===== src/rtl/uart_rx_line_buf.sv =====
// Receive-side line buffer: FIFO of bytes from uart_rx with newline (0x0A) line tracking.
// Optional UART_LINE_BUF_CR_STRIP_EN: discard 0x0D bytes at the write side.
module uart_rx_line_buf #(
    parameter int DEPTH      = 16,
    parameter int ADDR_W     = 4,
    parameter int LINE_CNT_W = 8
) (
    input  logic                  clk,
    input  logic                  reset,
    input  logic                  rx_end,
    input  logic [7:0]            rx_data,
    input  logic                  rd_en,
    output logic [7:0]            rd_data,
    output logic                  rd_valid,
    output logic                  full,
    output logic                  line_ready,
    output logic [ADDR_W:0]       lines_pending,
    output logic [LINE_CNT_W-1:0] lines_total,
    output logic                  ovf,
    input  logic                  clr_ovf
);

    localparam logic [ADDR_W:0]       PTR_ONE = (ADDR_W+1)'(1);
    localparam logic [LINE_CNT_W-1:0] TOT_ONE = LINE_CNT_W'(1);

    logic [7:0]            mem_q [DEPTH];
    logic [ADDR_W:0]       wr_ptr_q, wr_ptr_d;
    logic [ADDR_W:0]       rd_ptr_q, rd_ptr_d;
    logic [ADDR_W:0]       lines_pending_q, lines_pending_d;
    logic [LINE_CNT_W-1:0] lines_total_q, lines_total_d;
    logic                  ovf_q, ovf_d;

    logic empty, full_w, cr_byte, rx_ok, wr_fire, rd_fire, drop;
    logic wr_nl, rd_nl;
    logic [7:0] head;

    assign empty  = (wr_ptr_q == rd_ptr_q);
    assign full_w = (wr_ptr_q[ADDR_W-1:0] == rd_ptr_q[ADDR_W-1:0]) &&
                    (wr_ptr_q[ADDR_W] != rd_ptr_q[ADDR_W]);
    assign head   = mem_q[rd_ptr_q[ADDR_W-1:0]];

`ifdef UART_LINE_BUF_CR_STRIP_EN
    assign cr_byte = (rx_data == 8'h0D);
`else
    assign cr_byte = 1'b0;
`endif

    // When full, rd_valid is necessarily 1, so rd_en alone means a pop frees a slot.
    assign rx_ok   = rx_end & ~cr_byte;
    assign rd_fire = rd_en & ~empty;
    assign wr_fire = rx_ok & (~full_w | rd_en);
    assign drop    = rx_ok & full_w & ~rd_en;
    assign wr_nl   = wr_fire & (rx_data == 8'h0A);
    assign rd_nl   = rd_fire & (head == 8'h0A);

    always_comb begin
        wr_ptr_d        = wr_ptr_q;
        rd_ptr_d        = rd_ptr_q;
        lines_pending_d = lines_pending_q;
        lines_total_d   = lines_total_q;
        ovf_d           = ovf_q;
        if (wr_fire) wr_ptr_d = wr_ptr_q + PTR_ONE;
        if (rd_fire) rd_ptr_d = rd_ptr_q + PTR_ONE;
        case ({wr_nl, rd_nl})
            2'b10:   lines_pending_d = lines_pending_q + PTR_ONE;
            2'b01:   lines_pending_d = lines_pending_q - PTR_ONE;
            default: lines_pending_d = lines_pending_q;
        endcase
        if (wr_nl) lines_total_d = lines_total_q + TOT_ONE;
        if (clr_ovf) ovf_d = 1'b0;
        if (drop)    ovf_d = 1'b1;
    end

    always_ff @(posedge clk) begin
        if (reset) begin
            wr_ptr_q        <= '0;
            rd_ptr_q        <= '0;
            lines_pending_q <= '0;
            lines_total_q   <= '0;
            ovf_q           <= 1'b0;
        end else begin
            wr_ptr_q        <= wr_ptr_d;
            rd_ptr_q        <= rd_ptr_d;
            lines_pending_q <= lines_pending_d;
            lines_total_q   <= lines_total_d;
            ovf_q           <= ovf_d;
        end
    end

    always_ff @(posedge clk) begin
        if (!reset && wr_fire) mem_q[wr_ptr_q[ADDR_W-1:0]] <= rx_data;
    end

    assign rd_valid      = ~empty;
    assign rd_data       = empty ? 8'h00 : head;
    assign full          = full_w;
    assign line_ready    = (lines_pending_q != '0);
    assign lines_pending = lines_pending_q;
    assign lines_total   = lines_total_q;
    assign ovf           = ovf_q;

endmodule


===== config.mk =====
export PLATFORM = sky130hd
export DESIGN_NAME = uart_rx_line_buf
export DESIGN_NICKNAME = d
export VERILOG_FILES = /design/src/rtl/uart_rx_line_buf.sv
export SDC_FILE = /design/constraint.sdc
export NUM_CORES = 1
export LEC_CHECK = 0
export ABC_AREA = 0
export CAP_MARGIN = 30
export CORE_MARGIN = 2
export CORE_UTILIZATION = 30
export DETAILED_ROUTE_END_ITERATION = 8
export DONT_BUFFER_PORTS = 1
export SLEW_MARGIN = 20
export SYNTH_ARGS = -nofsm -noshare
export SYNTH_HDL_FRONTEND = slang
export SYNTH_SLANG_ARGS = --single-unit

===== constraint.sdc =====
create_clock -name clk -period 9.3 [get_ports clk]
set_input_delay 1.86 -clock clk [delete_from_list [all_inputs] [get_ports clk]]
set_output_delay 1.86 -clock clk [all_outputs]
set_load 0.01 [all_outputs]

# Yosys cells after proc, flatten, opt, wreduce, memory -nomap -nowiden
# Memories as Yosys holds them, arrays and structs flattened. A register that Yosys moved wholly into a read port is not among the register bits.
# Cells that the tools add are included.
# totals
rom_bits	0
ramBits	128
latch_bits	0
memories	1
register_bits	24
out_inout_bits	25
elab_cells	42
# classes
div	0
bitwise	10
magnitude_cmp	0
n_mux	8
n_reduce_logical	6
addsub	5
eq_ne	7
shifts	0
multipliers	0
# memory_table
memory	depth	width	rd	rd_clocked_by_memory_dff	wr	line_no	rtl
mem_q	16	8	1	1	1	26	logic [7:0] mem_q [DEPTH];
# op_table
cell	n
8-bit by 4-bit equality test with 1-bit output, second input constant	2
5-bit by 1-bit adder with 5-bit output, second input constant	3
5-bit case mux with 2 select lines	1
8-bit by 1-bit adder with 8-bit output, second input constant	1
4-bit two-way mux	2
8-bit two-way mux	1
1-bit bitwise AND	6
5-bit equality test	1
5-bit nonzero test	1
5-bit by 1-bit subtractor with 5-bit output, second input constant	1
4-bit equality test	1
1-bit two-way mux	4
2-bit nonzero test	2
1-bit inverter	3
2-bit by 1-bit equality test with 1-bit output, second input constant	1
2-bit equality test, second input constant	1
1-bit logical AND	2
1-bit logical NOT	1
1-bit != test	1
1-bit bitwise OR	1

# Longest topological paths before layout
# Gate-level depths: netlist (run 1).
# depth
word_depth	8
ltp_mapped	15

# Worst setup path after synthesis (run 1)
# OpenSTA, ideal clock, no wires.
# synth_path
path_type	input-to-reg
from	input rx_data[0]
to	register lines_pending_q[4], in the netlist lines_pending[4]
required_ns	9.230
setup_time_ns	0.070
cell_stages	11
arrival_ns	4.399
slack_ns	4.831
cell_sequence	or4_1 nor2_1 o311ai_1 clkbuf_1 ha_1 ha_1 nor2b_1 o21ai_0 a21oi_1 or4_1 a21oi_1
# synth_between
elab_chain_len	4
elab_cells_between_ends	6
classes_between	eq/ne: 3; mux: 1; bitwise: 1; reduce/logical: 1
# synth_lines
element	line_no	rtl
from (decl)	11	input logic [7:0] rx_data,
8-bit by 4-bit equality test with 1-bit output (*)	53	assign wr_nl = wr_fire & (rx_data == 8'h0A);
1-bit bitwise AND (*)	53	
2-bit by 1-bit equality test with 1-bit output / 2-bit equality test (equally long branches)	64	case ({wr_nl, rd_nl})
5-bit case mux with 2 select lines / 2-bit nonzero test (equally long branches)	--	
to (signal assigned)	84	lines_pending_q <= lines_pending_d;
to (decl)	29	logic [ADDR_W:0] lines_pending_q, lines_pending_d;
# Mark *: on every way between the ends. The rest lies on a longest branch, timed or not.
# A chain may end at the register's enable or synchronous reset.

==> flow_metrics.py, run 1 <==
metrics = {
    "timing": {
        "drv_slew": 0,
        "finalSetupViolations": 0,
        "max_freq_mhz": 203.4,
        "fin_worst_skew_ns": 0.01928,
        "hold_viol": 0,
        "worstMarginPinSlew_ns": 0.9316,
        "slew_headroom": 0.3766,
        "holdWs_ns": 0.5101,
        "rsz0062_at_grt": "no",
        "fin_crit_sh": 0.5288,
        "setup-tns-final_ns": 0,
        "post-route-min-period_ns": 4.917,
    },
    "floorplanning": {
        "die_area_um2": 22350,
        "die_h_um": 149.5,
        "die_w_um": 149.5,
        "coreArea_um2": 20890,
        "start_util": 0.3041,
        "rows": 53,
        "io_pins": 38,
    },
    "layout": {
        "area_delta_synth_final_pct": 14.56,
        "stdcell_area_um2": 7277,
        "post-route-util": 0.3484,
        "final_nets": 419,
        "insertedDiodeCount": 0,
        "drive_above_1_share": 0.1892,
    },
    "drt": {
        "via_count": 3276,
        "dr.first_iter.drc_count": 225,
        "avgViaCountPerCell": 4.804,
        "drt_pass1_iterations": 6,
        "drt.antenna.violating_nets": 0,
        "remaining_drc_errors": 0,
        "avgRoutedWirePerCell_um": 19.01,
        "wl_um": 12970,
    },
    "worst_setup_path": {
        "crit_path_start_kind": "flip-flop",
        "crit_path_end_kind": "flip-flop",
        "path_buf_inv": 2,
        "rrSetupSlack_ns": 4.38,
        "crit_chain": "buf_4, mux4_2, a22oi_1, nand2_1, or4_1, nor4_1, ha_1, inv_1, fa_1, nor2b_1, o21ai_0, and3_1, or4_1, a21oi_1",
        "path_max_fanout": 29,
        "critPathKind": "flip-flop to flip-flop",
        "crit_path_top_delay_cell": "nor4_1",
        "reg2reg_depth": 14,
        "r2r-end": "lines_pending[4]",
        "slowest_delay_ns": 0.61,
        "critical_path.top_delay_family": "simple AND/OR/NAND/NOR gates",
        "crit_cells": 14,
        "endpoint": "lines_pending[4]",
        "path_common_cell": "or4_1",
        "worstPathArrival_ns": 5.26,
        "crit_required_ns": 9.65,
    },
    "logic_synthesis": {
        "async_reset_ff_frac": 0,
        "synth_area_per_cell_um2": 16.54,
        "syn_nets": 408,
        "netlist_instances": 384,
        "synth_common_cells": "edfxtp_1 (128), nor2_1 (34), mux4_2 (33), dfxtp_1 (28), a21oi_1 (20)",
        "synth_top_area_share": 0.6051,
        "synth_top_cell_by_area": "edfxtp_1",
        "synth_cell_types": 39,
        "synth_edf_count": 128,
        "yosysSeqAreaShare": 0.6933,
        "yosys_warnings": 0,
        "synth_seq_cells": 156,
        "synth_area_leaders": "edfxtp_1 (61%), mux4_2 (12%), dfxtp_1 (8.8%)",
        "synth_flop_cell": "edfxtp_1",
        "synth_area_um2": 6352,
        "synth_most_common_cell": "edfxtp_1",
    },
    "clock_tree": {
        "cts_setup_buffers": 0,
        "postCtsHoldBufs": 0,
        "clkLatencyLatePin_ns": 0.43,
        "cts.sinks": 156,
        "htreeDepth": 4,
        "cts_resized": 0,
        "cts-root-buf": "clkbuf_16",
        "clkTransAtPathRegs_ns": 0.06,
        "cts_tree": "done",
        "numCtsBuffers": 17,
        "cts_max_path_buffers": 2,
    },
    "placed_design": {
        "io_buffers": 0,
        "postPlaceCellArea_um2": 6684,
        "place_congestion": 0.7631,
        "dp_hpwl_um": 8488,
    },
    "pwr": {
        "powerDensity_nw_per_um2": 219.6,
        "p_leak_nw": 2.267,
        "vdd_drop_max_mv": 0.1433,
    },
    "global_routing": {
        "antenna_found_initial": 0,
        "overflow": 0,
        "grt_max_degree": 32,
        "grt_pass1_wl_um": 20480,
        "grt_usage": 0.1248,
        "grt_pass1_vias": 3533,
    },
    "run": {
        "maxCapViolations": 0,
    },
    "run_status": {
        "status": "finished, final reports clean",
    },
    "min_path": {
        "hold_path_class": "flip-flop to flip-flop",
    },
}
worst register-to-register path: stages (launching register included):
cell     delay, ns
dfxtp_2       0.31
buf_4         0.48
mux4_2        0.61
a22oi_1       0.30
nand2_1       0.09
or4_1         0.58
nor4_1        0.61
ha_1          0.36
inv_1         0.11
fa_1          0.39
nor2b_1       0.15
o21ai_0       0.12
and3_1        0.21
or4_1         0.39
a21oi_1       0.14
metal layers:
metal  track usage  wire length (µm)  vias to the layer above
li1              -                 -                     1532
met1        0.1632              5779                     1632
met2        0.1989              6163                      104
met3       0.03659               885                        8
met4       0.04286               136                        0
met5             0                 0                        -
placed cells by master (no fill, tap or decap), types with 2 or more instances in the layout:
master / Yosys / routed
or3_1: 7 / 7
a21oi_1: 20 / 20
or3b_1: 3 / 3
o21ai_0: 7 / 7
mux2_2: 2 / 2
nor3_1: 5 / 2
bufinv_16: 0 / 2
clkinv_2: 0 / 4
xor2_1: 5 / 5
mux4_2: 33 / 33
clkinvlp_4: 0 / 2
nor2b_1: 5 / 5
ha_1: 10 / 10
a22oi_1: 8 / 8
inv_1: 10 / 10
or4_1: 7 / 7
nand2_1: 9 / 9
nor4_1: 2 / 2
inv_6: 0 / 2
xnor2_1: 8 / 8
nor2_1: 34 / 34
buf_4: 1 / 8
mux2i_1: 8 / 8
dfxtp_1: 28 / 27
nand3_1: 6 / 6
clkbuf_16: 0 / 17
nand2b_1: 3 / 3
nor3_2: 0 / 3
edfxtp_1: 128 / 128
clkinv_4: 0 / 2
o211ai_1: 2 / 2
o31ai_1: 6 / 6
and3_1: 2 / 2
worst min-delay path by stage:
stage / start / end / slack [ns] / cells past startpoint
after floorplan: rd_ptr_q[4] / rd_ptr_q[4] / 0.49 / 2
after global placement: ovf / ovf / 0.50 / 2
after detailed placement: ovf / ovf / 0.51 / 2
after CTS: ovf / ovf / 0.51 / 2
after global routing: rd_ptr_q[4] / rd_ptr_q[4] / 0.54 / 2
final: ovf / ovf / 0.51 / 2
where the power goes:
part           total (mW)  internal [mW]  leakage (nW)  switching, mW
logic               0.163         0.0728         0.609         0.0906
clock network       0.665          0.394         0.279          0.271
registers           0.770          0.764          1.38        0.00583
state kept, by name, indices dropped and copies added, names as in the netlist, named ones only:
register	flops
rd_ptr_q	5
ovf	1
lines_pending	5
mem_q	128
wr_ptr_q	5
lines_total	8
stage by stage:
stage	instances	total power [mW]	setup slack [ns]
after detailed placement	648	0.9517	4.365
after global routing	682	1.657	4.072
after global placement	648	0.9490	4.550
after CTS	679	1.611	4.338
after floorplan	384	0.9145	4.831
final	682	1.598	4.383
final cells by class:
class                           instances  area (µm²)
Multi-Input combinational cell        202        1859
Tap cell                              275       344.1
Fill cell                            1965       13610
Clock inverter                         14       145.1
Timing Repair Buffer                    8       60.06
Sequential cell                       156        4405
Inverter                               10       37.54
Clock buffer                           17       425.4
cell families after synthesis:
kind of cell | share of synthesized area
mux | 0.1331
flops | 0.6933
fa+ha+maj | 0.02285
compound gates | 0.04629
xor+xnor | 0.01792
buf+inv | 0.01635
simple gates | 0.07012
No activity file was read; power rests on OpenSTA's default activity.
==> run 2, diff against run 1 <==
==> constraint.sdc (replaced) <==
create_clock -name clk -period 4.5 [get_ports clk]
set_input_delay 0.9 -clock clk [delete_from_list [all_inputs] [get_ports clk]]
set_output_delay 0.9 -clock clk [all_outputs]
set_load 0.01 [all_outputs]
==> run 2 against run 1 <==
- power is 110% higher
- fmax is 16% higher
- register-to-register slack worse by 4.1 ns
- largest cell class unchanged
- sequential share of layout area is 0.67 points lower
- critical endpoint unchanged
==> flow_metrics.py, run 2 (synthesized netlist as in run 1, its figures left out) <==
metrics = {
    "placed_design": {
        "place_inst": 654,
        "io_buffers": 0,
        "postPlaceCellArea_um2": 6726,
        "place_ws_ns": 0.1813,
        "place_congestion": 0.7473,
        "dp_hpwl_um": 8694,
    },
    "timing": {
        "setup_slack_ns": 0.2709,
        "finalSetupViolations": 0,
        "rsz0062_at_grt": "no",
        "fin_crit_sh": 0.9398,
        "drv_slew": 0,
        "worstMarginPinSlew_ns": 0.9510,
        "max_freq_mhz": 236.5,
        "holdWs_ns": 0.5103,
        "slew_headroom": 0.3636,
        "setup-tns-final_ns": 0,
        "post-route-min-period_ns": 4.229,
        "hold_viol": 0,
        "fin_worst_skew_ns": 0.009374,
    },
    "floorplanning": {
        "coreArea_um2": 20890,
        "die_w_um": 149.5,
        "rows": 53,
        "die_h_um": 149.5,
        "die_area_um2": 22350,
        "io_pins": 38,
        "start_util": 0.3041,
    },
    "drt": {
        "dr.first_iter.drc_count": 267,
        "remaining_drc_errors": 0,
        "wl_um": 13280,
        "drt.antenna.violating_nets": 0,
        "drt_pass1_iterations": 4,
        "avgRoutedWirePerCell_um": 19.22,
        "avgViaCountPerCell": 5.026,
        "via_count": 3473,
    },
    "layout": {
        "final_nets": 427,
        "post-route-util": 0.3523,
        "fillerInstances": 1965,
        "drive_above_1_share": 0.1947,
        "fin_cells": 691,
        "final_cell_mix": "edfxtp_1 (128), nor2_1 (34), mux4_2 (33)",
        "regArea_um2": 4405,
        "final_common_cell": "edfxtp_1",
        "area_delta_synth_final_pct": 15.84,
        "stdcell_area_um2": 7358,
        "insertedDiodeCount": 0,
        "multi_input_area_um2": 1851,
        "largest_register_ff_count": 128,
    },
    "worst_setup_path": {
        "worstPathArrival_ns": 4.58,
        "reg2reg_depth": 15,
        "path_max_fanout": 15,
        "critPathKind": "flip-flop to flip-flop",
        "slowest_delay_ns": 0.53,
        "crit_path_end_kind": "flip-flop",
        "crit_path_start_kind": "flip-flop",
        "endpoint": "lines_pending[4]",
        "crit_chain": "buf_12, mux4_2, a22oi_1, nand2_1, or4_1, nor4_2, buf_4, ha_1, inv_1, fa_1, nor2b_1, o21ai_1, and3_1, or4_1, a21oi_1",
        "crit_path_top_delay_cell": "or4_1",
        "rrSetupSlack_ns": 0.27,
        "path_common_cell": "or4_1",
        "crit_required_ns": 4.85,
        "r2r-end": "lines_pending[4]",
    },
    "clock_tree": {
        "htreeDepth": 4,
        "cts.sinks": 156,
        "cts_resized": 0,
        "cts-root-buf": "clkbuf_16",
        "cts_tree": "done",
        "cts_setup_buffers": 0,
        "numCtsBuffers": 17,
        "cts_max_path_buffers": 2,
        "clkLatencyLatePin_ns": 0.43,
        "clkTransAtPathRegs_ns": 0.06,
        "postCtsHoldBufs": 0,
    },
    "global_routing": {
        "overflow": 0,
        "grt_max_degree": 30,
        "grt_pass1_vias": 3544,
        "antenna_found_initial": 0,
        "grt_usage": 0.1266,
        "grt_pass1_wl_um": 20650,
    },
    "pwr": {
        "p_leak_nw": 2.305,
        "powerDensity_nw_per_um2": 454.3,
        "p_sw_frac": 0.2309,
        "power.switching_mw": 0.7719,
        "pwr-share-seq": 0.477,
        "vdd_drop_max_mv": 0.2892,
        "power_mw": 3.343,
        "pwr-share-clk": 0.412,
        "p_int_mw": 2.571,
        "comb_power_share": 0.110,
    },
    "run": {
        "maxCapViolations": 0,
    },
    "min_path": {
        "hold_path_class": "flip-flop to flip-flop",
    },
    "run_status": {
        "status": "finished, final reports clean",
    },
}
run 2: cell count changes in the layout (fill, tap and decap cells not counted), sizes merged:
cell      previous run  this run
inv                 13        14
clkbuf              17        18
clkinvlp             2         1
buf                  8        15
clkinv               7         8
run 2: worst max-delay path, delay by kind of cell, from the launching register on:
| kind | cells | cell delay (ns) |
|---|---|---|
| AOI/OAI and AO/OA | 3 | 0.58 |
| buffers and inverters | 3 | 0.44 |
| and+or+nand+nor | 6 | 1.68 |
| DFF | 1 | 0.40 |
| muxes | 1 | 0.51 |
| adders and majority gates | 2 | 0.54 |
run 2: cell type report:
type / instances / area share
Clock inverter: 15 / 0.01972
Sequential cell: 156 / 0.5987
Tap cell: 275 / 0.04676
Multi-Input combinational cell: 202 / 0.2515
Clock buffer: 17 / 0.05781
Inverter: 10 / 0.005101
Timing Repair Buffer: 16 / 0.02040
run 2: per-layer routing:
metal  wire length (µm)  vias to the layer above  GRT usage
li1                   -                     1553          -
met1               5895                     1787     0.1649
met2               6168                      113     0.1924
met3                961                       20    0.04482
met4                254                        0    0.05238
met5                  0                        -          0
run 2: how the worst min path moves through the flow:
stage / depth (start not counted) / slack [ns] / from / end
after CTS: 2 / 0.51 / ovf / ovf
after global routing: 1 / 0.52 / reset / lines_pending[4]
after floorplan: 2 / 0.49 / rd_ptr_q[4] / rd_ptr_q[4]
after global placement: 2 / 0.50 / ovf / ovf
after detailed placement: 2 / 0.50 / ovf / ovf
final: 2 / 0.51 / ovf / ovf
run 2: power by group through the flow:
stage / Sequential (mW) / Clock (mW) / Combinational (mW)
after detailed placement: 1.62 / 0 / 0.354
final: 1.60 / 1.38 / 0.369
after global routing: 1.60 / 1.47 / 0.402
after floorplan: 1.62 / 0 / 0.271
after global placement: 1.62 / 0 / 0.351
after CTS: 1.59 / 1.41 / 0.355
==> run 3, diff against run 2 <==
--- a/config.mk
+++ b/config.mk
@@ -10,7 +10,6 @@
 export CORE_MARGIN = 2
 export CORE_UTILIZATION = 30
 export DETAILED_ROUTE_END_ITERATION = 8
-export DONT_BUFFER_PORTS = 1
 export SLEW_MARGIN = 20
 export SYNTH_ARGS = -nofsm -noshare
 export SYNTH_HDL_FRONTEND = slang
==> run 3 against run 2 <==
- flip-flop and latch count unchanged
- die area unchanged
- non-clock buffer count up 51
- worst hold slack worse by 0.034 ns
- clock skew shrank 0.0039 ns
- global-route usage is 0.96 points higher
- combinational power is 26% higher
- sequential share of layout area shrank 4.0 points
- clock power up 9%
- power grew 6.7%
- wire length up 9.7%
- core utilization increased by 2.5 points
==> flow_metrics.py, run 3 (synthesized netlist as in run 1, its figures left out) <==
metrics = {
    "clock_tree": {
        "cts_tree": "done",
        "clkLatencyLatePin_ns": 0.42,
        "clkTransAtPathRegs_ns": 0.06,
        "cts-root-buf": "clkbuf_16",
        "cts.sinks": 156,
        "cts_setup_buffers": 0,
        "numCtsBuffers": 17,
        "cts_max_path_buffers": 2,
        "htreeDepth": 4,
    },
    "timing": {
        "post-route-min-period_ns": 4.290,
        "setup-tns-final_ns": 0,
        "fin_crit_sh": 0.9534,
        "hold_viol": 0,
        "worstMarginPinSlew_ns": 0.9658,
        "holdWs_ns": 0.4767,
        "slew_headroom": 0.3538,
        "drv_slew": 0,
        "fin_worst_skew_ns": 0.005501,
        "max_freq_mhz": 233.1,
        "finalSetupViolations": 0,
    },
    "placed_design": {
        "place_congestion": 0.7592,
        "io_buffers": 37,
        "postPlaceCellArea_um2": 7232,
        "dp_hpwl_um": 9398,
    },
    "worst_setup_path": {
        "path_max_fanout": 15,
        "worstPathArrival_ns": 4.64,
        "critPathKind": "flip-flop to flip-flop",
        "crit_required_ns": 4.85,
        "crit_path_end_kind": "flip-flop",
        "crit_path_start_kind": "flip-flop",
    },
    "layout": {
        "final_common_cell": "edfxtp_1",
        "final_cell_mix": "edfxtp_1 (128), clkdlybuf4s50_1 (37), nor2_1 (34)",
        "insertedDiodeCount": 0,
        "area_delta_synth_final_pct": 24.17,
        "stdcell_area_um2": 7888,
        "largest_register_ff_count": 128,
        "final_nets": 478,
        "drive_above_1_share": 0.2056,
    },
    "pwr": {
        "powerDensity_nw_per_um2": 452.4,
        "vdd_drop_max_mv": 0.2687,
        "p_leak_nw": 2.526,
    },
    "min_path": {
        "min_from": "ovf",
        "hold_path_class": "flip-flop to flip-flop",
    },
    "drt": {
        "avgViaCountPerCell": 4.873,
        "via_count": 3616,
        "wl_um": 14570,
        "drt.antenna.violating_nets": 0,
        "drt_pass1_iterations": 4,
        "remaining_drc_errors": 0,
        "avgRoutedWirePerCell_um": 19.63,
        "dr.first_iter.drc_count": 390,
    },
    "floorplanning": {
        "die_w_um": 149.5,
        "rows": 53,
        "die_h_um": 149.5,
        "coreArea_um2": 20890,
        "start_util": 0.3041,
        "io_pins": 38,
        "die_area_um2": 22350,
    },
    "global_routing": {
        "antenna_found_initial": 0,
        "grt_usage": 0.1361,
        "grt_pass1_wl_um": 21960,
        "grt_max_degree": 30,
        "overflow": 0,
        "grt_pass1_vias": 3664,
    },
    "run": {
        "maxCapViolations": 0,
    },
    "run_status": {
        "status": "finished, final reports clean",
    },
}
-- run 3: changes by cell type in the layout (fill, tap and decap cells not counted), moves of 2 or more --
cell | previous run | this run
bufinv_16 | 2 | 4
clkbuf_1 | 0 | 2
buf_4 | 14 | 28
clkinv_1 | 4 | 2
clkdlybuf4s50_1 | 0 | 37
clkinv_2 | 2 | 0
-- run 3: routing by layer --
layer | part of all wire | vias up | GRT usage
li1 | - | 1648 | -
met1 | 0.48 | 1831 | 0.1892
met2 | 0.46 | 121 | 0.2071
met3 | 0.052 | 16 | 0.03720
met4 | 0.013 | 0 | 0.04429
met5 | 0 | - | 0
-- run 3: where the power goes --
| group | switching (mW) | internal [mW] | total [mW] |
|---|---|---|---|
| Sequential | 0.0160 | 1.58 | 1.59 |
| Clock | 0.576 | 0.932 | 1.51 |
| Combinational | 0.227 | 0.239 | 0.466 |
| Total | 0.819 | 2.75 | 3.57 |
-- run 3: path summary, 6_finish.rpt --
check | endpoint | cells past startpoint | slack [ns]
min reg2reg | ovf | 2 | 0.48
max reg2reg | lines_pending[4] | 15 | 0.21
min | ovf | 2 | 0.48
max | lines_pending[4] | 15 | 0.21
-- run 3: timing repair --
item / CTS / global route
setup endpoints to repair: 0 / 1
hold buffers: 0 / 0
gates resized for setup: 0 / 2
-- run 3: layout make-up --
| cell class | instances | area, µm² |
|---|---|---|
| clock buffer | 19 | 432.9 |
| tap | 275 | 344.1 |
| multi-input combinational | 202 | 1856 |
| clock inverter | 13 | 186.4 |
| fill | 1924 | 13000 |
| sequential | 156 | 4405 |
| timing repair buffer | 67 | 625.6 |
| inverter | 10 | 37.54 |
-- run 3: critical path, cell delays in order, from the launching register on --
cell and delay, ns:
dfxtp_2 0.39, buf_12 0.19, mux4_2 0.53, a22oi_1 0.24
nand2_1 0.08, or4_1 0.54, nor4_2 0.38, buf_4 0.19
ha_1 0.16, inv_1 0.08, fa_1 0.39, nor2b_1 0.16
o21ai_0 0.11, and3_1 0.20, or4_1 0.41, a21oi_1 0.16
-- run 3: through the flow --
stage                     cells  worst slack, ns    util  total power, mW
after floorplan             384           0.7226       -            1.890
after global placement      709           0.3426  0.3462            2.074
after detailed placement    709           0.1885  0.3462            2.079
after CTS                   741           0.1355  0.3759            3.581
after global routing        742         -0.01278  0.3776            3.696
final                       742           0.2097  0.3776            3.568
